===== src/rtl/pipe_control_unit_if.sv =====
// Control-unit bus: ID instruction and EX flags in, decoded pipeline controls out.
interface pipe_control_unit_if #(
  parameter int unsigned ALU_CTRL_W = 3
) ();
  logic [31:0]           InstrD;
  logic                  FlushE;
  logic                  ZeroE;
  logic                  LtE;
  logic [2:0]            ImmSrcD;
  logic [ALU_CTRL_W-1:0] ALUControlE;
  logic                  ALUSrcE;
  logic [1:0]            PCSrcE;
  logic [1:0]            ResultSrcE;
  logic                  MemWriteM;
  logic                  RegWriteM;
  logic [1:0]            ResultSrcW;
  logic                  RegWriteW;
  logic                  IllegalE;

  modport master (
    output InstrD, FlushE, ZeroE, LtE,
    input  ImmSrcD, ALUControlE, ALUSrcE, PCSrcE, ResultSrcE,
           MemWriteM, RegWriteM, ResultSrcW, RegWriteW, IllegalE
  );

  modport slave (
    input  InstrD, FlushE, ZeroE, LtE,
    output ImmSrcD, ALUControlE, ALUSrcE, PCSrcE, ResultSrcE,
           MemWriteM, RegWriteM, ResultSrcW, RegWriteW, IllegalE
  );
endinterface


===== src/rtl/pipe_control_unit.sv =====
// Pipelined RV32 control unit: ID decode, ID/EX, EX/MEM, MEM/WB control registers,
// EX-stage branch/jump resolution.
module pipe_control_unit #(
  parameter int unsigned ALU_CTRL_W = 3,
  parameter bit          EXT_BRANCH = 1'b1,
  parameter bit          EXT_ALU    = 1'b1
) (
  input  logic              clk,
  input  logic              reset,
  pipe_control_unit_if.slave bus
);
  localparam int unsigned ALU_OP_W = 3;

  localparam logic [6:0] OP_R    = 7'b0110011;
  localparam logic [6:0] OP_I    = 7'b0010011;
  localparam logic [6:0] OP_LW   = 7'b0000011;
  localparam logic [6:0] OP_SW   = 7'b0100011;
  localparam logic [6:0] OP_BR   = 7'b1100011;
  localparam logic [6:0] OP_JAL  = 7'b1101111;
  localparam logic [6:0] OP_JALR = 7'b1100111;
  localparam logic [6:0] OP_LUI  = 7'b0110111;

  localparam logic [ALU_OP_W-1:0] ALU_ADD = 3'b000;
  localparam logic [ALU_OP_W-1:0] ALU_SUB = 3'b001;
  localparam logic [ALU_OP_W-1:0] ALU_AND = 3'b010;
  localparam logic [ALU_OP_W-1:0] ALU_OR  = 3'b011;
  localparam logic [ALU_OP_W-1:0] ALU_SLT = 3'b100;
  localparam logic [ALU_OP_W-1:0] ALU_PSB = 3'b101;
  localparam logic [ALU_OP_W-1:0] ALU_XOR = 3'b110;

  localparam logic [2:0] IMM_I = 3'b000;
  localparam logic [2:0] IMM_S = 3'b001;
  localparam logic [2:0] IMM_B = 3'b010;
  localparam logic [2:0] IMM_J = 3'b011;
  localparam logic [2:0] IMM_U = 3'b100;

  typedef struct packed {
    logic                reg_write;
    logic [1:0]          result_src;
    logic                mem_write;
    logic                jump;
    logic                jump_reg;
    logic                branch;
    logic [ALU_OP_W-1:0] alu_ctrl;
    logic                alu_src;
    logic [2:0]          funct3;
    logic                illegal;
  } idex_t;

  logic [6:0] w_op;
  logic [2:0] w_funct3;
  logic       w_instr30;
  logic       w_unused_instr_bits;
  logic       w_legal;
  logic [2:0] w_imm_src;
  idex_t      w_dec;
  logic       w_cond;

  idex_t      r_idex;
  logic       r_reg_write_m;
  logic       r_mem_write_m;
  logic [1:0] r_result_src_m;
  logic       r_reg_write_w;
  logic [1:0] r_result_src_w;

  assign w_op      = bus.InstrD[6:0];
  assign w_funct3  = bus.InstrD[14:12];
  assign w_instr30 = bus.InstrD[30];
  assign w_unused_instr_bits = ^{bus.InstrD[31], bus.InstrD[29:15], bus.InstrD[11:7]};

  // ID decode; any unsupported encoding collapses to an all-zero word with illegal set
  always_comb begin
    w_dec        = '0;
    w_dec.funct3 = w_funct3;
    w_imm_src    = IMM_I;
    w_legal      = 1'b1;
    case (w_op)
      OP_R: begin
        w_dec.reg_write = 1'b1;
        case (w_funct3)
          3'b000:  w_dec.alu_ctrl = w_instr30 ? ALU_SUB : ALU_ADD;
          3'b111:  w_dec.alu_ctrl = ALU_AND;
          3'b110:  w_dec.alu_ctrl = ALU_OR;
          3'b010:  w_dec.alu_ctrl = ALU_SLT;
          3'b100: begin
            w_dec.alu_ctrl = ALU_XOR;
            w_legal        = EXT_ALU;
          end
          default: w_legal = 1'b0;
        endcase
      end
      OP_I: begin
        w_dec.reg_write = 1'b1;
        w_dec.alu_src   = 1'b1;
        case (w_funct3)
          3'b000:  w_dec.alu_ctrl = ALU_ADD;
          3'b111:  w_dec.alu_ctrl = ALU_AND;
          3'b110:  w_dec.alu_ctrl = ALU_OR;
          3'b010: begin
            w_dec.alu_ctrl = ALU_SLT;
            w_legal        = EXT_ALU;
          end
          3'b100: begin
            w_dec.alu_ctrl = ALU_XOR;
            w_legal        = EXT_ALU;
          end
          default: w_legal = 1'b0;
        endcase
      end
      OP_LW: begin
        w_dec.reg_write  = 1'b1;
        w_dec.alu_src    = 1'b1;
        w_dec.result_src = 2'b01;
        w_legal          = (w_funct3 == 3'b010);
      end
      OP_SW: begin
        w_dec.mem_write = 1'b1;
        w_dec.alu_src   = 1'b1;
        w_imm_src       = IMM_S;
        w_legal         = (w_funct3 == 3'b010);
      end
      OP_BR: begin
        w_dec.branch   = 1'b1;
        w_dec.alu_ctrl = ALU_SUB;
        w_imm_src      = IMM_B;
        case (w_funct3)
          3'b000:                 w_legal = 1'b1;
          3'b001, 3'b100, 3'b101: w_legal = EXT_BRANCH;
          default:                w_legal = 1'b0;
        endcase
      end
      OP_JAL: begin
        w_dec.reg_write  = 1'b1;
        w_dec.result_src = 2'b10;
        w_dec.jump       = 1'b1;
        w_imm_src        = IMM_J;
      end
      OP_JALR: begin
        w_dec.reg_write  = 1'b1;
        w_dec.alu_src    = 1'b1;
        w_dec.result_src = 2'b10;
        w_dec.jump_reg   = 1'b1;
        w_legal          = (w_funct3 == 3'b000);
      end
      OP_LUI: begin
        w_dec.reg_write = 1'b1;
        w_dec.alu_src   = 1'b1;
        w_dec.alu_ctrl  = ALU_PSB;
        w_imm_src       = IMM_U;
      end
      default: w_legal = 1'b0;
    endcase
    if (!w_legal) begin
      w_dec         = '0;
      w_dec.illegal = 1'b1;
      w_imm_src     = IMM_I;
    end
  end

  // ID/EX register; reset and flush both load the all-zero bubble
  always_ff @(posedge clk) begin
    if (reset || bus.FlushE) r_idex <= '0;
    else                     r_idex <= w_dec;
  end

  // EX/MEM and MEM/WB registers; an illegal EX entry never forwards write enables
  always_ff @(posedge clk) begin
    if (reset) begin
      r_reg_write_m  <= 1'b0;
      r_mem_write_m  <= 1'b0;
      r_result_src_m <= 2'b00;
      r_reg_write_w  <= 1'b0;
      r_result_src_w <= 2'b00;
    end else begin
      r_reg_write_m  <= r_idex.reg_write & ~r_idex.illegal;
      r_mem_write_m  <= r_idex.mem_write & ~r_idex.illegal;
      r_result_src_m <= r_idex.result_src;
      r_reg_write_w  <= r_reg_write_m;
      r_result_src_w <= r_result_src_m;
    end
  end

  // EX branch condition selected by the carried funct3
  always_comb begin
    w_cond = 1'b0;
    case (r_idex.funct3)
      3'b000:  w_cond = bus.ZeroE;
      3'b001:  w_cond = ~bus.ZeroE;
      3'b100:  w_cond = bus.LtE;
      3'b101:  w_cond = ~bus.LtE;
      default: w_cond = 1'b0;
    endcase
  end

  // Next-PC select: JALR over JAL over taken branch
  always_comb begin
    bus.PCSrcE = 2'b00;
    if (r_idex.jump_reg)                  bus.PCSrcE = 2'b10;
    else if (r_idex.jump)                 bus.PCSrcE = 2'b01;
    else if (r_idex.branch && w_cond)     bus.PCSrcE = 2'b01;
  end

  assign bus.ImmSrcD     = w_imm_src;
  assign bus.ALUControlE = ALU_CTRL_W'(r_idex.alu_ctrl);
  assign bus.ALUSrcE     = r_idex.alu_src;
  assign bus.ResultSrcE  = r_idex.result_src;
  assign bus.IllegalE    = r_idex.illegal;
  assign bus.MemWriteM   = r_mem_write_m;
  assign bus.RegWriteM   = r_reg_write_m;
  assign bus.ResultSrcW  = r_result_src_w;
  assign bus.RegWriteW   = r_reg_write_w;
endmodule


===== src/flat_wrapper.sv =====
// flat-port wrapper written by rule: the top's interface ports become plain ports
module pipe_control_unit_flat 
#(
  parameter int unsigned ALU_CTRL_W = 3,
  parameter bit          EXT_BRANCH = 1'b1,
  parameter bit          EXT_ALU    = 1'b1
)
  (clk, reset, bus_InstrD, bus_FlushE, bus_ZeroE, bus_LtE, bus_ImmSrcD, bus_ALUControlE, bus_ALUSrcE, bus_PCSrcE, bus_ResultSrcE, bus_MemWriteM, bus_RegWriteM, bus_ResultSrcW, bus_RegWriteW, bus_IllegalE);
  pipe_control_unit_if #(.ALU_CTRL_W(ALU_CTRL_W)) bus_i ();
  input  logic clk;
  input  logic reset;
  input wire logic [$bits(bus_i.InstrD)-1:0] bus_InstrD;
  input wire logic [$bits(bus_i.FlushE)-1:0] bus_FlushE;
  input wire logic [$bits(bus_i.ZeroE)-1:0] bus_ZeroE;
  input wire logic [$bits(bus_i.LtE)-1:0] bus_LtE;
  output wire logic [$bits(bus_i.ImmSrcD)-1:0] bus_ImmSrcD;
  output wire logic [$bits(bus_i.ALUControlE)-1:0] bus_ALUControlE;
  output wire logic [$bits(bus_i.ALUSrcE)-1:0] bus_ALUSrcE;
  output wire logic [$bits(bus_i.PCSrcE)-1:0] bus_PCSrcE;
  output wire logic [$bits(bus_i.ResultSrcE)-1:0] bus_ResultSrcE;
  output wire logic [$bits(bus_i.MemWriteM)-1:0] bus_MemWriteM;
  output wire logic [$bits(bus_i.RegWriteM)-1:0] bus_RegWriteM;
  output wire logic [$bits(bus_i.ResultSrcW)-1:0] bus_ResultSrcW;
  output wire logic [$bits(bus_i.RegWriteW)-1:0] bus_RegWriteW;
  output wire logic [$bits(bus_i.IllegalE)-1:0] bus_IllegalE;
  assign bus_i.InstrD = bus_InstrD;
  assign bus_i.FlushE = bus_FlushE;
  assign bus_i.ZeroE = bus_ZeroE;
  assign bus_i.LtE = bus_LtE;
  assign bus_ImmSrcD = bus_i.ImmSrcD;
  assign bus_ALUControlE = bus_i.ALUControlE;
  assign bus_ALUSrcE = bus_i.ALUSrcE;
  assign bus_PCSrcE = bus_i.PCSrcE;
  assign bus_ResultSrcE = bus_i.ResultSrcE;
  assign bus_MemWriteM = bus_i.MemWriteM;
  assign bus_RegWriteM = bus_i.RegWriteM;
  assign bus_ResultSrcW = bus_i.ResultSrcW;
  assign bus_RegWriteW = bus_i.RegWriteW;
  assign bus_IllegalE = bus_i.IllegalE;
  pipe_control_unit #(.ALU_CTRL_W(ALU_CTRL_W), .EXT_BRANCH(EXT_BRANCH), .EXT_ALU(EXT_ALU)) u_core (.clk(clk), .reset(reset), .bus(bus_i));
endmodule

===== config.mk =====
export PLATFORM = sky130hd
export DESIGN_NAME = pipe_control_unit_flat
export DESIGN_NICKNAME = d
export VERILOG_FILES = /design/src/rtl/pipe_control_unit_if.sv /design/src/rtl/pipe_control_unit.sv /design/src/flat_wrapper.sv
export SDC_FILE = /design/constraint.sdc
export NUM_CORES = 1
export LEC_CHECK = 0
export CORE_MARGIN = 8
export CORE_UTILIZATION = 29
export CTS_BUF_LIST = sky130_fd_sc_hd__clkbuf_16
export DETAILED_ROUTE_END_ITERATION = 10
export GPL_TIMING_DRIVEN = 1
export PLACE_DENSITY_LB_ADDON = 0.25
export SLEW_MARGIN = 20
export SYNTH_ARGS = -nofsm -noshare
export SYNTH_HDL_FRONTEND = slang
export SYNTH_SLANG_ARGS = --single-unit

===== constraint.sdc =====
create_clock -name clk -period 2.9 [get_ports clk]
set_clock_uncertainty 0.05 [all_clocks]
set_input_delay 0.435 -clock clk [delete_from_list [all_inputs] [get_ports clk]]
set_output_delay 0.435 -clock clk [all_outputs]
set_load 0.05 [all_outputs]

# ---- Yosys cells after proc, flatten, opt, wreduce, memory -nomap -nowiden
# Index checks and enable logic that the tools add are counted.
dict set report totals {
  reg_bits 22
  inputBits 37
  output_inout_bits 17
  wordCells 72
}
dict set report op_classes {
  eq_ne 17
  mux 21
  n_bitwise 6
  reduce_logical 13
}
# operator count
set op_table {}
lappend op_table {{case mux 3 bit (4 select lines)} 3}
lappend op_table {{== test 7 x 6 -> 1 bit (second input constant)} 3}
lappend op_table {{== test 7 bit (second input constant)} 3}
lappend op_table {{== test 3 bit (second input constant)} 6}
lappend op_table {{case mux 3 bit (5 select lines)} 1}
lappend op_table {{two-way mux 1 bit} 11}
lappend op_table {{OR reduction 2 bit} 5}
lappend op_table {{OR reduction 5 bit} 2}
lappend op_table {{== test 7 x 2 -> 1 bit (second input constant)} 1}
lappend op_table {{== test 7 x 5 -> 1 bit (second input constant)} 1}
lappend op_table {{== test 3 x 1 -> 1 bit (second input constant)} 2}
lappend op_table {{zero test 3 bit} 2}
lappend op_table {{OR reduction 6 bit} 1}
lappend op_table {{case mux 1 bit (5 select lines)} 1}
lappend op_table {{two-way mux 2 bit} 2}
lappend op_table {{inverter 1 bit} 4}
lappend op_table {{case mux 1 bit (4 select lines)} 1}
lappend op_table {{case mux 2 bit (2 select lines)} 1}
lappend op_table {{OR reduction 4 bit} 1}
lappend op_table {{== test 3 x 2 -> 1 bit (second input constant)} 1}
lappend op_table {{two-way mux 3 bit} 1}
lappend op_table {{AND 1 bit} 2}
lappend op_table {{logical AND 1 bit} 1}
lappend op_table {{logical OR 1 bit} 1}

# ---- Longest topological paths before layout
# Gate-level depths: netlist of the first run.
dict set report logic_depth {
  ltp_word 6
  ltp_mapped 7
  ltp_nobuf 5
}

# ---- Worst setup path before layout of the first run
# OpenSTA, ideal clock, no wires.
dict set report synth_timing {
  path_type {input port to output port}
  from {input bus_InstrD[6]}
  to {output bus_ImmSrcD[1]}
  arrival_ps 2201
  required_time_ps 2415
  path_slack_ps 214
  path_stages 4
  n_path_buf 1
  path_cell_list {buf_4 > or2_2 > o221a_4 > a2111oi_2}
}
dict set report synth_between {
  elab_chain_cells 4
  word_cells_on_any_way 14
  cone_classes {eq/ne (8); mux (3); reduce/logical (3)}
}
# element line
set synth_lines {}
lappend synth_lines {{start, declared} flat_wrapper.sv:12} ;# input wire logic [$bits(bus_i.InstrD)-1:0] bus_InstrD;
lappend synth_lines {{== test 7 bit (tied with other cells)} pipe_control_unit.sv:77} ;# case (w_op)
lappend synth_lines {{OR reduction 2 bit (no source line)} -}
lappend synth_lines {{case mux 1 bit (5 select lines)} pipe_control_unit.sv:77}
lappend synth_lines {{two-way mux 3 bit (*)} pipe_control_unit.sv:153} ;# if (!w_legal) begin
lappend synth_lines {{end, declared} flat_wrapper.sv:16} ;# output wire logic [$bits(bus_i.ImmSrcD)-1:0] bus_ImmSrcD;
# Every way passes the cells marked *; elsewhere a longest branch is shown, timed or not.

# ---- Worst setup path after layout of the first run
dict set report layout_timing {
  from {input bus_InstrD[4]}
  to {output bus_ImmSrcD[1]}
}
# Same word-level chain as after synthesis.

==> flow_summary_export.csv, run 1 <==
group,metric,value,unit
outcome,status,"completed",
synth,syn_avg_cell_area,9.42,um2
global_routing,grt_pass1_vias,932,
synth,synth_compound_area_frac,0.125,
worst_setup_path,slowest_stage,"clkdlybuf4s50_1",
synth,syn-num-nets,154,
min_path,hold_class,"reg -> reg",
cts,clock_sinks,22,
placement,dp_cells,192,
cts,cts_hold_buf,0,
layout,ff_latch_area,440,um2
route,drc_errors,0,
sta,min_period,2750,ps
layout,fill_cells,383,
floorplan,start_util,0.301,
cts,numCtsBuffers,3,
min_path,hold_start,"u_core.r_result_src_m[0]",
worst_setup_path,worstPathCellList,"clkdlybuf4s50_1 -> nor4b_2 -> a21oi_1 -> o221a_4 -> a2111oi_4 -> buf_12",
global_routing,grt_pass1_wl,4.03,mm
synth,yosys_warnings,0,
synth,synthAdderAreaFrac,0,
synth,syn_inst,117,
floorplan,ios,54,
layout,syn_to_final_growth,44.7,%
route,viasPerCell,4.51,
worst_setup_path,critical_path.top_delay_family,"buffers and inverters",
synth,synthesis.area,1100,um2
sta,rsz0062_at_grt,"no",
synth,muxShareOfSynthArea,0.00908,
sta,finalHoldViolCount,0,
cts,clk_latency,250,ps
power_and_ir_drop,peakVddDrop,0.202,mV
synth,synth_edf_count,0,
worst_setup_path,worstPathArrival,2260,ps
placement,port-buffer-count,32,
cts,cts_setup_buffers,0,
synth,yosysSeqAreaShare,0.400,
route,vias,883,
cts,cts-root-buf,"clkbuf_16",
worst_setup_path,cp.required,2410,ps
floorplan,num_rows,22,
floorplan,fp.dieH,77.7,um
cts,ctsResizeCount,0,
sta,fin_crit_sh,0.947,
global_routing,gr-total-overflow,0,
route,ant_nets,0,
power_and_ir_drop,power.leakage,0.563,nW
synth,synth-simple-area-share,0.335,
synth,synth_ff_type,"dfxtp_1",
cts,clk_pin_slew_worst_paths,60,ps
worst_setup_path,start_kind,"primary input",
placement,place_hpwl,1.90,mm
sta,fmax,364,MHz
worst_setup_path,cp_slowest_stage_delay,570,ps
worst_setup_path,critPathBufInv,2,
layout,antenna_cells,0,
cts,cts_htree_levels,1,
layout,final_nets,186,
sta,relSlewSlack,0.644,
global_routing,grt_max_degree,14,
route,drt_pass1_iterations,4,
synth,synth_top_family_by_area,"simple AND/OR/NAND/NOR gates",
route,drt_iter0_drc,10,
worst_setup_path,cp-startpoint,"bus_InstrD[4]",
worst_setup_path,crit_type,"in -> out",
sta,setup_viol,0,
floorplan,coreArea,3660,um2
synth,ys_ff_latch,22,
global_routing,grt_usage,0.0783,
floorplan,fp.dieW,77.7,um
route,wl_per_cell,11.8,um
floorplan,die_area,6030,um2
worst_setup_path,path_max_fanout,9,
sta,hold_slack,391,ps
synth,synthXorXnorAreaFrac,0.0238,
layout,multi_input_area,556,um2
synth,synth_cell_types,40,
power_and_ir_drop,powerDensity,480,nW/um2
worst_setup_path,critPathCaptureType,"primary output",
sta,finalSetupTns,0,ps
cts,clock_path_buffers,2,
job,drv_cap,0,
layout,fin_cells,196,
placement,gp_congestion,0.897,
global_routing,grt_antenna_before_repair,0,
route,wirelength,2.31,mm
sta,tightest_slew,531,ps
synth,ys_async_sr_fraction,0,
worst_setup_path,rr_startpoint,"u_core.bus.IllegalE",
cts,cts_tree,"yes",
sta,maxSlewViolCount,0,
layout,drive_gt1_frac,0.223,
-- synth_stat cells (3+ instances only) --
master,number,share of area
nor2_1,14,0.048
nor3_1,3,0.014
nor2b_1,5,0.028
inv_1,3,0.010
nor3_2,5,0.045
nor3b_1,3,0.020
dfxtp_1,22,0.40
nand2b_1,3,0.017
buf_4,8,0.054
nand2_1,7,0.024
buf_2,5,0.023
a21oi_1,3,0.014
-- registers in the layout, indices dropped and copies added, names as in the netlist, 2 cells and up --
name and count:
u_core.r_idex 8, u_core.bus.ResultSrcE 2, u_core.r_result_src_m 2, u_core.bus.ResultSrcW 2, u_core.bus.ALUControlE 3
-- through the flow --
| step | utilization | setup slack (ps) | total power (W) | cell area, um2 |
|---|---|---|---|---|
| 2_1_floorplan | - | 214 | 0.000361 | 1100 |
| 5_1_grt | 0.436 | 78.1 | 0.000797 | 1600 |
| 3_5_place_dp | 0.404 | 41.4 | 0.000398 | 1480 |
| 4_1_cts | 0.432 | 10.9 | 0.000772 | 1580 |
| 6_report | 0.436 | 152 | 0.000765 | 1600 |
| 3_3_place_gp | 0.404 | 53.6 | 0.000398 | 1480 |
-- where the power goes --
part	internal (W)	total [W]	switching, W
registers	0.000303	0.000304	0.000000812
clock network	0.000273	0.000372	0.0000988
logic	0.0000430	0.0000886	0.0000456
total	0.000620	0.000765	0.000145
-- final timing paths --
| check | endpoint | slack (ps) | cells after the start |
|---|---|---|---|
| hold / removal | u_core.bus.ResultSrcW[0] | 390 | 1 |
| setup / recovery | bus_ImmSrcD[1] | 150 | 6 |
| setup reg to reg | u_core.bus.MemWriteM | 2260 | 1 |
| hold reg to reg | u_core.bus.ResultSrcW[0] | 390 | 1 |
-- layout by cell type, fill, tap and decap left out, types with 2 or more instances in the layout --
cell type and count:
o21ai_0 2, or2_2 2, xnor2_1 2, inv_1 3
nor3b_1 3, a32oi_1 2, o21a_1 2, nor4_1 2
nand2b_1 3, nand2_1 7, clkbuf_16 3, dfxtp_1 22
nor3_1 3, nor2b_1 5, nor2_1 14, clkdlybuf4s50_1 28
buf_12 3, a21oi_1 3, buf_4 11, nor3_2 5
a31oi_1 2
-- routing by layer --
| layer | part of all wire | track usage | vias to the layer above |
|---|---|---|---|
| met2 | 0.46 | 0.125 | 30 |
| met5 | 0 | 0 | - |
| li1 | - | - | 459 |
| met4 | 0.032 | 0.0547 | 0 |
| met1 | 0.45 | 0.0895 | 386 |
| met3 | 0.058 | 0.0196 | 8 |
-- logic make-up after synthesis --
logic type      after synthesis
flops                        22
xor+xnor                      3
compound gates               17
simple gates                 56
mux                           1
buf+inv                      18
-- area by class of cell --
cell class | instances | area share
Multi-Input combinational cell | 77 | 0.348
Sequential cell | 22 | 0.276
Timing Repair Buffer | 42 | 0.265
Clock buffer | 3 | 0.0471
Tap cell | 48 | 0.0376
Clock inverter | 1 | 0.0188
Inverter | 3 | 0.00706
No activity file was read; power rests on OpenSTA's default activity.
==> run 2, diff against run 1 <==
- DONT_BUFFER_PORTS: unset -> 1
==> run 2 against run 1 <==
Register-to-register slack got worse by 310 ps. Die area unchanged. Via count decreased by 16%. Global-route usage about the same. Wire length decreased by 0.69%. Maximum frequency increased by 24%. Worst setup slack improved by 530 ps. Core utilization decreased by 11 points. Worst hold slack got worse by 200 ps. Combinational power decreased by 58%. Critical endpoint unchanged.
==> flow_summary_export.csv, run 2 (same netlist as run 1, synthesis figures left out) <==
group,metric,value,unit
cts,cts_htree_levels,1,
sta,rsz0062_at_grt,"no",
cts,cts-root-buf,"clkbuf_16",
route,ant_nets,0,
power_and_ir_drop,peakVddDrop,0.191,mV
sta,fin_crit_sh,0.764,
layout,drive_gt1_frac,0.218,
route,drt_iter0_drc,19,
route,wirelength,2.30,mm
global_routing,grt_antenna_before_repair,0,
route,viasPerCell,4.71,
sta,min_period,2220,ps
layout,fin_util,0.326,
placement,port-buffer-count,0,
global_routing,grt_usage,0.0786,
cts,cts_tree,"yes",
worst_setup_path,crit_type,"in -> out",
global_routing,grt_pass1_vias,813,
cts,cts_setup_buffers,0,
cts,ctsResizeCount,0,
min_path,hold_class,"in -> reg",
layout,syn_to_final_growth,8.40,%
route,vias,744,
worst_setup_path,worstPathArrival,1730,ps
floorplan,coreArea,3660,um2
cts,numCtsBuffers,3,
global_routing,grt_pass1_wl,3.84,mm
outcome,status,"completed",
sta,setup_viol,0,
sta,relSlewSlack,0.509,
floorplan,die_area,6030,um2
global_routing,gr-total-overflow,0,
worst_setup_path,start_kind,"primary input",
route,wl_per_cell,14.5,um
power_and_ir_drop,power.leakage,0.406,nW
cts,clk_latency,250,ps
floorplan,fp.dieW,77.7,um
layout,final_cell_mix,"22 x dfxtp_1, 14 x nor2_1, 7 x nand2_1",
cts,clock_path_buffers,2,
route,drc_errors,0,
global_routing,grt_max_degree,15,
placement,pre_cts_ws,679,ps
layout,largest_reg_flops,8,
placement,gp_congestion,0.804,
cts,cts_hold_buf,0,
power_and_ir_drop,powerDensity,604,nW/um2
cts,clock_sinks,22,
floorplan,fp.dieH,77.7,um
layout,final_nets,148,
job,drv_cap,0,
cts,clk_pin_slew_worst_paths,60,ps
worst_setup_path,cp.required,2410,ps
sta,tightest_slew,737,ps
layout,top_register,"u_core.r_idex",
sta,finalWorstSetupSlack,683,ps
power_and_ir_drop,power,0.000721,W
placement,placed_cell_area,1090,um2
floorplan,num_rows,22,
worst_setup_path,path_max_fanout,12,
sta,finalSetupTns,0,ps
worst_setup_path,critPathCaptureType,"primary output",
sta,finalHoldViolCount,0,
route,drt_pass1_iterations,4,
layout,final_area,1190,um2
layout,final_common_cell,"dfxtp_1",
layout,antenna_cells,0,
floorplan,start_util,0.301,
floorplan,ios,54,
placement,place_hpwl,1.76,mm
sta,fmax,451,MHz
sta,maxSlewViolCount,0,
## run 2: cell types whose count changed in the layout (fill, tap and decap cells not counted), sizes merged
cell / delta
clkdlybuf4s50: -28
buf: -10
## run 2: power breakdown
part	leakage, nW	switching (W)	internal [W]
clock	0.0511	0.000103	0.000274
combinational	0.177	0.0000212	0.0000161
sequential	0.177	0.00000409	0.000303
## run 2: layer usage
metal | part of all wire | global-route usage
met5 | 0 | 0
met3 | 0.072 | 0.0253
met4 | 0.027 | 0.0566
met1 | 0.44 | 0.0856
met2 | 0.46 | 0.126
## run 2: critical path, cell delays in order
cell       delay (ps)
nand2_2           110
or2_2             340
o221a_4           370
a2111oi_2         220
buf_4             250
## run 2: worst paths after layout
check / from / endpoint / slack (ps) / cells after the start
min reg2reg: u_core.r_result_src_m[0] / u_core.bus.ResultSrcW[0] / 390 / 1
max: bus_InstrD[1] / bus_ImmSrcD[1] / 680 / 5
max reg2reg: u_core.bus.IllegalE / u_core.bus.MemWriteM / 1950 / 1
min: bus_InstrD[5] / u_core.bus.ResultSrcE[0] / 190 / 1
## run 2: area by class of cell
cell class	count	area, um2
clock buffer	3	75.1
sequential	22	440
fill	378	2470
inverter	3	11.3
tap	48	60.1
timing repair buffer	4	30.0
multi-input combinational	77	548
clock inverter	1	30.0
## run 2: per-stage QoR
step                std cells  hold slack [ps]
floorplan                 117              364
CTS                       158              188
global route              158              186
finish                    158              192
global placement          154              370
detailed placement        154              380
==> run 3, diff against run 2 <==
- clock period: 2.9 -> 2.1 ns (I/O delays scaled with it)
==> run 3 against run 2 <==
Combinational power up 49%. Wire length up 0.57%. Largest power group unchanged. Critical path type unchanged. Critical path depth unchanged. Register-to-register slack worse by 800 ps. Highest routed layer unchanged. Core utilization up 1.7 points.
==> flow_summary_export.csv, run 3 (same netlist as run 1, synthesis figures left out) <==
group,metric,value,unit
outcome,status,"completed",
sta,setup_viol,0,
floorplan,num_rows,22,
global_routing,grt_usage,0.0764,
global_routing,grt_pass1_wl,3.77,mm
sta,relSlewSlack,0.639,
route,vias,766,
worst_setup_path,rr_startpoint,"u_core.bus.ResultSrcE[1]",
global_routing,grt_max_degree,15,
route,wirelength,2.31,mm
worst_setup_path,cp.required,1740,ps
power_and_ir_drop,p_seq_frac,0.426,
global_routing,gr-total-overflow,0,
floorplan,start_util,0.301,
layout,drive_gt1_frac,0.248,
floorplan,fp.dieW,77.7,um
cts,clock_sinks,22,
sta,finalHoldViolCount,0,
route,drt_iter0_drc,36,
cts,ctsResizeCount,0,
layout,final_cell_mix,"22 x dfxtp_1, 13 x nor2_1, 7 x nand2_1",
worst_setup_path,critPathCaptureType,"primary output",
sta,maxSlewViolCount,0,
layout,syn_to_final_growth,14.1,%
global_routing,grt_pass1_vias,759,
sta,fmax,529,MHz
route,viasPerCell,4.76,
sta,fin_crit_sh,0.899,
power_and_ir_drop,powerDensity,793,nW/um2
cts,clk_latency,250,ps
cts,clock_path_buffers,2,
power_and_ir_drop,power.leakage,0.425,nW
cts,cts-root-buf,"clkbuf_16",
cts,clk_pin_slew_worst_paths,60,ps
sta,finalSetupTns,0,ps
layout,final_common_cell,"dfxtp_1",
worst_setup_path,crit_type,"in -> out",
min_path,hold_start,"bus_InstrD[4]",
min_path,hold_depth,1,
power_and_ir_drop,pwr-share-clk,0.519,
power_and_ir_drop,peakVddDrop,0.291,mV
worst_setup_path,critPathBufInv,1,
route,drt_pass1_iterations,4,
worst_setup_path,cp_slowest_stage_delay,370,ps
layout,largest_reg_flops,8,
sta,tightest_slew,541,ps
cts,cts_hold_buf,0,
power_and_ir_drop,p_int,0.000822,W
worst_setup_path,worstPathArrival,1520,ps
power_and_ir_drop,combPwrFrac,0.056,
cts,cts_setup_buffers,0,
cts,cts_htree_levels,1,
global_routing,grt_antenna_before_repair,0,
worst_setup_path,critical_path.top_delay_family,"compound AO/OA/AOI/OAI gates",
sta,rsz0062_at_grt,"no",
worst_setup_path,r2r_slack,1150,ps
floorplan,coreArea,3660,um2
placement,port-buffer-count,0,
worst_setup_path,worstPathCellList,"nand2_2 -> or2_2 -> o221a_4 -> a2111oi_4 -> buf_12",
layout,top_register,"u_core.r_idex",
worst_setup_path,r2r-end,"u_core.r_result_src_m[1]",
floorplan,ios,54,
cts,cts_tree,"yes",
cts,numCtsBuffers,3,
power_and_ir_drop,p_sw,0.000176,W
floorplan,fp.dieH,77.7,um
min_path,hold_end,"u_core.r_idex[11]",
route,ant_nets,0,
worst_setup_path,r2r_cells,1,
sta,min_period,1890,ps
route,wl_per_cell,14.3,um
layout,fill_cells,381,
placement,place_hpwl,1.84,mm
worst_setup_path,start_kind,"primary input",
floorplan,die_area,6030,um2
layout,final_nets,151,
worst_setup_path,slowest_stage,"o221a_4",
route,drc_errors,0,
power_and_ir_drop,switching_share,0.176,
power_and_ir_drop,power,0.000998,W
worst_setup_path,path_max_fanout,12,
job,drv_cap,0,
placement,gp_congestion,0.833,
layout,antenna_cells,0,
min_path,hold_class,"in -> reg",
## run 3: changes by cell type in the layout (fill, tap and decap cells not counted)
cell       previous run  this run
buf_12                0         2
a2111oi_2             1         0
a2111oi_4             0         1
buf_4                 4         5
nor2_1               14        13
nor2_2                0         1
## run 3: how the worst max path moves through the flow
stage / cells past startpoint / end / slack [ps] / start
floorplan: 4 / bus_ImmSrcD[1] / 20 / bus_InstrD[6]
global placement: 5 / bus_ImmSrcD[1] / 210 / bus_InstrD[1]
detailed placement: 5 / bus_ImmSrcD[1] / 200 / bus_InstrD[1]
CTS: 5 / bus_ImmSrcD[1] / 200 / bus_InstrD[1]
global route: 5 / bus_ImmSrcD[1] / 140 / bus_InstrD[1]
finish: 5 / bus_ImmSrcD[1] / 210 / bus_InstrD[1]
## run 3: area by class of cell
cell class                      instances  area [um2]  share of cell area
Multi-Input combinational cell         77         563               0.448
Sequential cell                        22         440               0.350
Timing Repair Buffer                    7        77.6              0.0617
Clock buffer                            3        75.1              0.0597
Tap cell                               48        60.1              0.0478
Clock inverter                          1        30.0              0.0239
Inverter                                3        11.3             0.00896
## run 3: metrics by stage
step | cell area (um2) | hold slack (ps) | cells | util | worst slack, ps
6_report | 1260 | 76.9 | 161 | 0.343 | 211
2_1_floorplan | 1120 | 337 | 117 | - | 23.4
4_1_cts | 1260 | 71.8 | 161 | 0.343 | 198
3_5_place_dp | 1150 | 339 | 157 | 0.315 | 200
5_1_grt | 1260 | 68.9 | 161 | 0.343 | 140
3_3_place_gp | 1150 | 338 | 157 | 0.315 | 212
## run 3: routing by layer
layer | share of wire | GRT usage | up-vias
li1 | - | - | 392
met1 | 0.44 | 0.0879 | 343
met2 | 0.44 | 0.111 | 27
met3 | 0.10 | 0.0380 | 4
met4 | 0.021 | 0.0453 | 0
met5 | 0 | 0 | -
## run 3: power groups by stage
stage               logic [W]  registers (W)  clock network [W]
floorplan           0.0000684       0.000433                  0
global placement    0.0000552       0.000434                  0
detailed placement  0.0000559       0.000434                  0
CTS                 0.0000560       0.000425           0.000529
global route        0.0000610       0.000424           0.000547
finish              0.0000555       0.000425           0.000517
==> RTL edit 1: new RTL, config.mk and constraints of run 3 <==
`EXT_BRANCH` is set to 1'b1 in 2 places; all go to 1'b0.
--- a/src/rtl/pipe_control_unit.sv
+++ b/src/rtl/pipe_control_unit.sv
@@ -2,7 +2,7 @@
 // EX-stage branch/jump resolution.
 module pipe_control_unit #(
   parameter int unsigned ALU_CTRL_W = 3,
-  parameter bit          EXT_BRANCH = 1'b1,
+  parameter bit          EXT_BRANCH = 1'b0,
   parameter bit          EXT_ALU    = 1'b1
 ) (
   input  logic              clk,
--- a/src/flat_wrapper.sv
+++ b/src/flat_wrapper.sv
@@ -2,7 +2,7 @@
 module pipe_control_unit_flat 
 #(
   parameter int unsigned ALU_CTRL_W = 3,
-  parameter bit          EXT_BRANCH = 1'b1,
+  parameter bit          EXT_BRANCH = 1'b0,
   parameter bit          EXT_ALU    = 1'b1
 )
   (clk, reset, bus_InstrD, bus_FlushE, bus_ZeroE, bus_LtE, bus_ImmSrcD, bus_ALUControlE, bus_ALUSrcE, bus_PCSrcE, bus_ResultSrcE, bus_MemWriteM, bus_RegWriteM, bus_ResultSrcW, bus_RegWriteW, bus_IllegalE);
Function: changed (Yosys sat finds a counterexample within 4 cycles, from zero or initial values and one cycle with reset high).
==> RTL edit 1 against run 3 <==
- sequential power about the same
- maximum frequency decreased by 1.7%
- count of clock-buffer cells in the layout unchanged
- critical path depth unchanged
- global-route usage increased by 0.82 points
- area after synthesis decreased by 0.23%
- sequential cell count unchanged
- final area decreased by 1.6%
- routed wire length increased by 3.4%
- synthesized cell count decreased by 0.85%
- setup slack got worse by 33 ps
- power decreased by 13%
- critical path type unchanged
- critical endpoint unchanged
- largest cell class unchanged
==> RTL edit 1: results (changes against run 3) <==
The worst hold path begins at reset. The routed length per placed instance is 14.6 µm (+1.5%). The hold path endpoint is u_core.bus.ResultSrcW[0]$_SDFF_PP0_. The critical path's largest stage delay came to 460 ps (+90 ps). The synthesized netlist net count was 153 (-0.65%). By area the synthesized netlist is led by sky130_fd_sc_hd__dfxtp_1, sky130_fd_sc_hd__a2111oi_2, sky130_fd_sc_hd__buf_4. The maximum net fanout on the critical path came out at 7 (-5). The final weighted congestion of routability-driven global placement is 0.816 (-2.0%). The number of global-route vias before repair is 841 (+11%).

The run finished with clean final reports. The largest voltage drop on the vdd net came to 0.000265 V (-9.0%). The met1 wire length came out at 1.12 mm (+11%). The slowest cell on the critical path is sky130_fd_sc_hd__a2111oi_4. The amount of wire on met3 after detailed routing came out at 237 µm (+1.7%).

Counting instances in the post-synthesis netlist gives the leading cell types as sky130_fd_sc_hd__dfxtp_1, sky130_fd_sc_hd__nor2_1, sky130_fd_sc_hd__nand2_1. The data arrival time of the critical path is 1560 ps (+40 ps). The minimum setup slack after placement came out at 165 ps (-34.6 ps). The placed wire-length estimate was 1.86 mm (+1.0%).

The layout cell share with drive strength beyond 1 is 0.259 (+0.0108). The total routing usage reported by global routing is 0.0846 (+0.00820). The maximum number of pins on one net before global-route repair came to 13 (-2). The number of unique standard cell types used by synthesis is 36 (-10%). The endpoint identified for the worst register-to-register timing path is u_core.bus.MemWriteM$_SDFF_PP0_.

The number of DRC violations after detailed-routing iteration 0 is 40 (+11%). The reported leakage power is 0.388 nW (-8.7%). The startpoint of the lowest-slack register-to-register path is u_core.bus.IllegalE$_SDFF_PP0_.

The first-pass GRT wire length is 4.20 mm (+11%). The post-synthesis sequential area ratio came out at 0.400 (+0.000909). The sum of met2 wire segment lengths after detailed routing came out at 975 µm (-3.6%).
RTL edit 1: cell count changes after synthesis, sizes merged, moves of 4 or more:
cell,delta
a2111oi,+4
a21oi,+5
a211oi,+4
nor3,-4
or3,+4
RTL edit 1: area by class of cell:
cell class                 count  area [µm²]  share of cell area
clock inverter                 1        3.75             0.00303
sequential                    22         440               0.356
timing repair buffer           9        92.6              0.0748
clock buffer                   3        75.1              0.0607
multi-input combinational     78         554               0.448
tap                           48        60.1              0.0485
inverter                       3        11.3             0.00910
RTL edit 1: how the worst max path moves through the flow:
stage	to	slack, ps	cells after the start	startpoint
after floorplan	bus_ImmSrcD[1]	-80	5	bus_InstrD[4]
after CTS	bus_ImmSrcD[1]	170	5	bus_InstrD[3]
after global placement	bus_ImmSrcD[1]	170	5	bus_InstrD[4]
after global routing	bus_ImmSrcD[1]	90	5	bus_InstrD[3]
final	bus_ImmSrcD[1]	180	5	bus_InstrD[3]
after detailed placement	bus_ImmSrcD[1]	170	5	bus_InstrD[3]
RTL edit 1: cell families after synthesis:
kind of cell,Yosys count,share of synthesized area
muxes,1,0.00910
buffers and inverters,16,0.106
xor gates and xnor gates,3,0.0239
DFF,22,0.400
and+or+nand+nor,52,0.283
AOI/OAI and AO/OA,22,0.177
RTL edit 1: power by group:
group / leakage, nW / internal, mW / switching [mW]
Combinational: 0.172 / 0.0220 / 0.0274
Sequential: 0.177 / 0.419 / 0.00550
Clock: 0.0385 / 0.253 / 0.138
RTL edit 1: metal layers:
| metal | global-route usage | vias up |
|---|---|---|
| li1 | - | 401 |
| met1 | 0.105 | 338 |
| met2 | 0.119 | 28 |
| met3 | 0.0346 | 4 |
| met4 | 0.0509 | 0 |
| met5 | 0 | - |
RTL edit 1: per-stage QoR:
step / std cells / hold WS (ps) / util / setup TNS [ps] / power (mW)
after floorplan: 116 / 337 / - / -112 / 0.488
after global placement: 160 / 338 / 0.316 / 0 / 0.483
after detailed placement: 160 / 339 / 0.316 / 0 / 0.484
after CTS: 164 / 74.4 / 0.338 / 0 / 0.877
after global routing: 164 / 67.9 / 0.338 / 0 / 0.896
final: 164 / 77.2 / 0.338 / 0 / 0.865
==> RTL edit 2: new RTL, config.mk and constraints of run 3 <==
Without the edit above. Make the reset (`reset`) asynchronous in one clocked block.
--- a/src/rtl/pipe_control_unit.sv
+++ b/src/rtl/pipe_control_unit.sv
@@ -164,7 +164,7 @@
   end
 
   // EX/MEM and MEM/WB registers; an illegal EX entry never forwards write enables
-  always_ff @(posedge clk) begin
+  always_ff @(posedge clk or posedge reset) begin
     if (reset) begin
       r_reg_write_m  <= 1'b0;
       r_mem_write_m  <= 1'b0;
Function: differs if reset is asserted again (counterexample within 4 cycles, from zero or initial values and one cycle with reset high); with reset held inactive, the same outputs for 10 cycles.
==> RTL edit 2 against run 3 <==
- power fell by 12%
- synthesized cell count fell by 6.8%
- sequential cell count stayed put
- critical path depth unchanged
- clock power is 23% lower
- final area decreased by 1.2%
- global-route usage rose by 0.36 points
- routed wire length is essentially flat
- first-iteration DRC count is 50% lower
- area after synthesis shrank 0.23%
- combinational power is 2% higher
- setup slack got worse by 9.8 ps
- critical endpoint is now bus_ImmSrcD[0]
- largest cell class unchanged
==> RTL edit 2: results (changes against run 3) <==
The sum of met2 wire segment lengths after detailed routing came out at 931 µm (-7.9%). The global-route met2 utilization was 0.101 (-0.0100). The synthesized netlist net count is 146 (-5.2%). The count of non-CTS inverters in the layout is 4 (+1). The critical path's largest stage delay is 420 ps (+50 ps). The fill cell total of the finished layout is 362 (-5.0%). The post-synthesis sequential area ratio is 0.432 (+0.0328). The number of unique standard cell types used by synthesis came to 44 (+10%). The global-route track usage on met1 is 0.105 (+0.0171). The first-pass GRT wire length came out at 3.86 mm (+2.6%). The final weighted congestion of routability-driven global placement is 0.756 (-9.2%). The met1 wire length came out at 1.04 mm (+2.8%).

The final-layout non-clock buffer area share is 0.0544 (-0.00731). The number of DRC violations after detailed-routing iteration 0 came out at 18 (-50%). By area the synthesized netlist is led by sky130_fd_sc_hd__dfxtp_1, sky130_fd_sc_hd__dfrtp_1, sky130_fd_sc_hd__nor3_2. The combined flip-flop and latch cell area is 475 µm² (+8.0%). The multi-input combinational gate total came out at 70 (-9.1%). The met3 global-route usage came to 0.0334 (-0.00461). The share of final layout cell area taken by clock buffers and inverters was 0.0634 (-0.0201). The run finished with clean final reports. The share of synthesized registers carrying an async set or reset came out at 0.318 (+0.318). The total of hold buffers inserted after clock tree synthesis was 1 (+1). The total routing usage reported by global routing came to 0.0800 (+0.00362).

The worst hold path begins at bus_InstrD[5]. The maximum net fanout on the critical path came out at 14 (+2). On the critical path, the stage with the largest delay is an instance of sky130_fd_sc_hd__a2111oi_4. The number of global-route vias before repair came out at 738 (-2.8%).

The largest voltage drop on the vdd net came to 0.000273 V (-6.1%).
==> RTL edit 2: changes by cell type after synthesis, sizes merged, moves of 3 or more <==
cell	before	now
or3b	0	3
buf	15	11
nor3b	4	1
nor2	15	6
dfrtp	0	7
a211oi	0	5
dfxtp	22	15
==> RTL edit 2: path summary, 6_finish.rpt <==
path / end / slack [ps] / cells after the start
worst min-delay path: u_core.bus.ResultSrcE[0]$_SDFF_PP0_ / 70 / 1
worst min register to register: u_core.bus.ResultSrcW[0]$_DFF_PP0_ / 300 / 0
worst max-delay path: bus_ImmSrcD[0] / 200 / 5
min in group asynchronous: u_core.r_result_src_m[0]$_DFF_PP0_ / 380 / 2
max in group asynchronous: u_core.r_result_src_m[1]$_DFF_PP0_ / 1420 / 2
worst max register to register: u_core.bus.MemWriteM$_DFF_PP0_ / 1140 / 1
==> RTL edit 2: cells by family after synthesis <==
family	synth area share
XOR/XNOR	0.0239
AO/OA/AOI/OAI	0.139
multiplexers	0.00910
AND/OR/NAND/NOR	0.299
buffers and inverters	0.0967
flip-flops	0.432
==> RTL edit 2: report_power, final <==
part | internal, mW | leakage, nW | switching [mW]
Clock | 0.254 | 0.0385 | 0.144
Combinational | 0.0235 | 0.170 | 0.0332
Sequential | 0.421 | 0.219 | 0.00572
==> RTL edit 2: through the flow <==
step | setup slack, ps | cell area, µm² | TNS [ps] | std cells | total power [mW]
2_1_floorplan | -182 | 1130 | -182 | 109 | 0.498
3_3_place_gp | 216 | 1150 | 0 | 150 | 0.490
3_5_place_dp | 197 | 1150 | 0 | 150 | 0.491
4_1_cts | 197 | 1240 | 0 | 155 | 0.892
5_1_grt | 126 | 1240 | 0 | 155 | 0.912
6_report | 202 | 1240 | 0 | 155 | 0.881
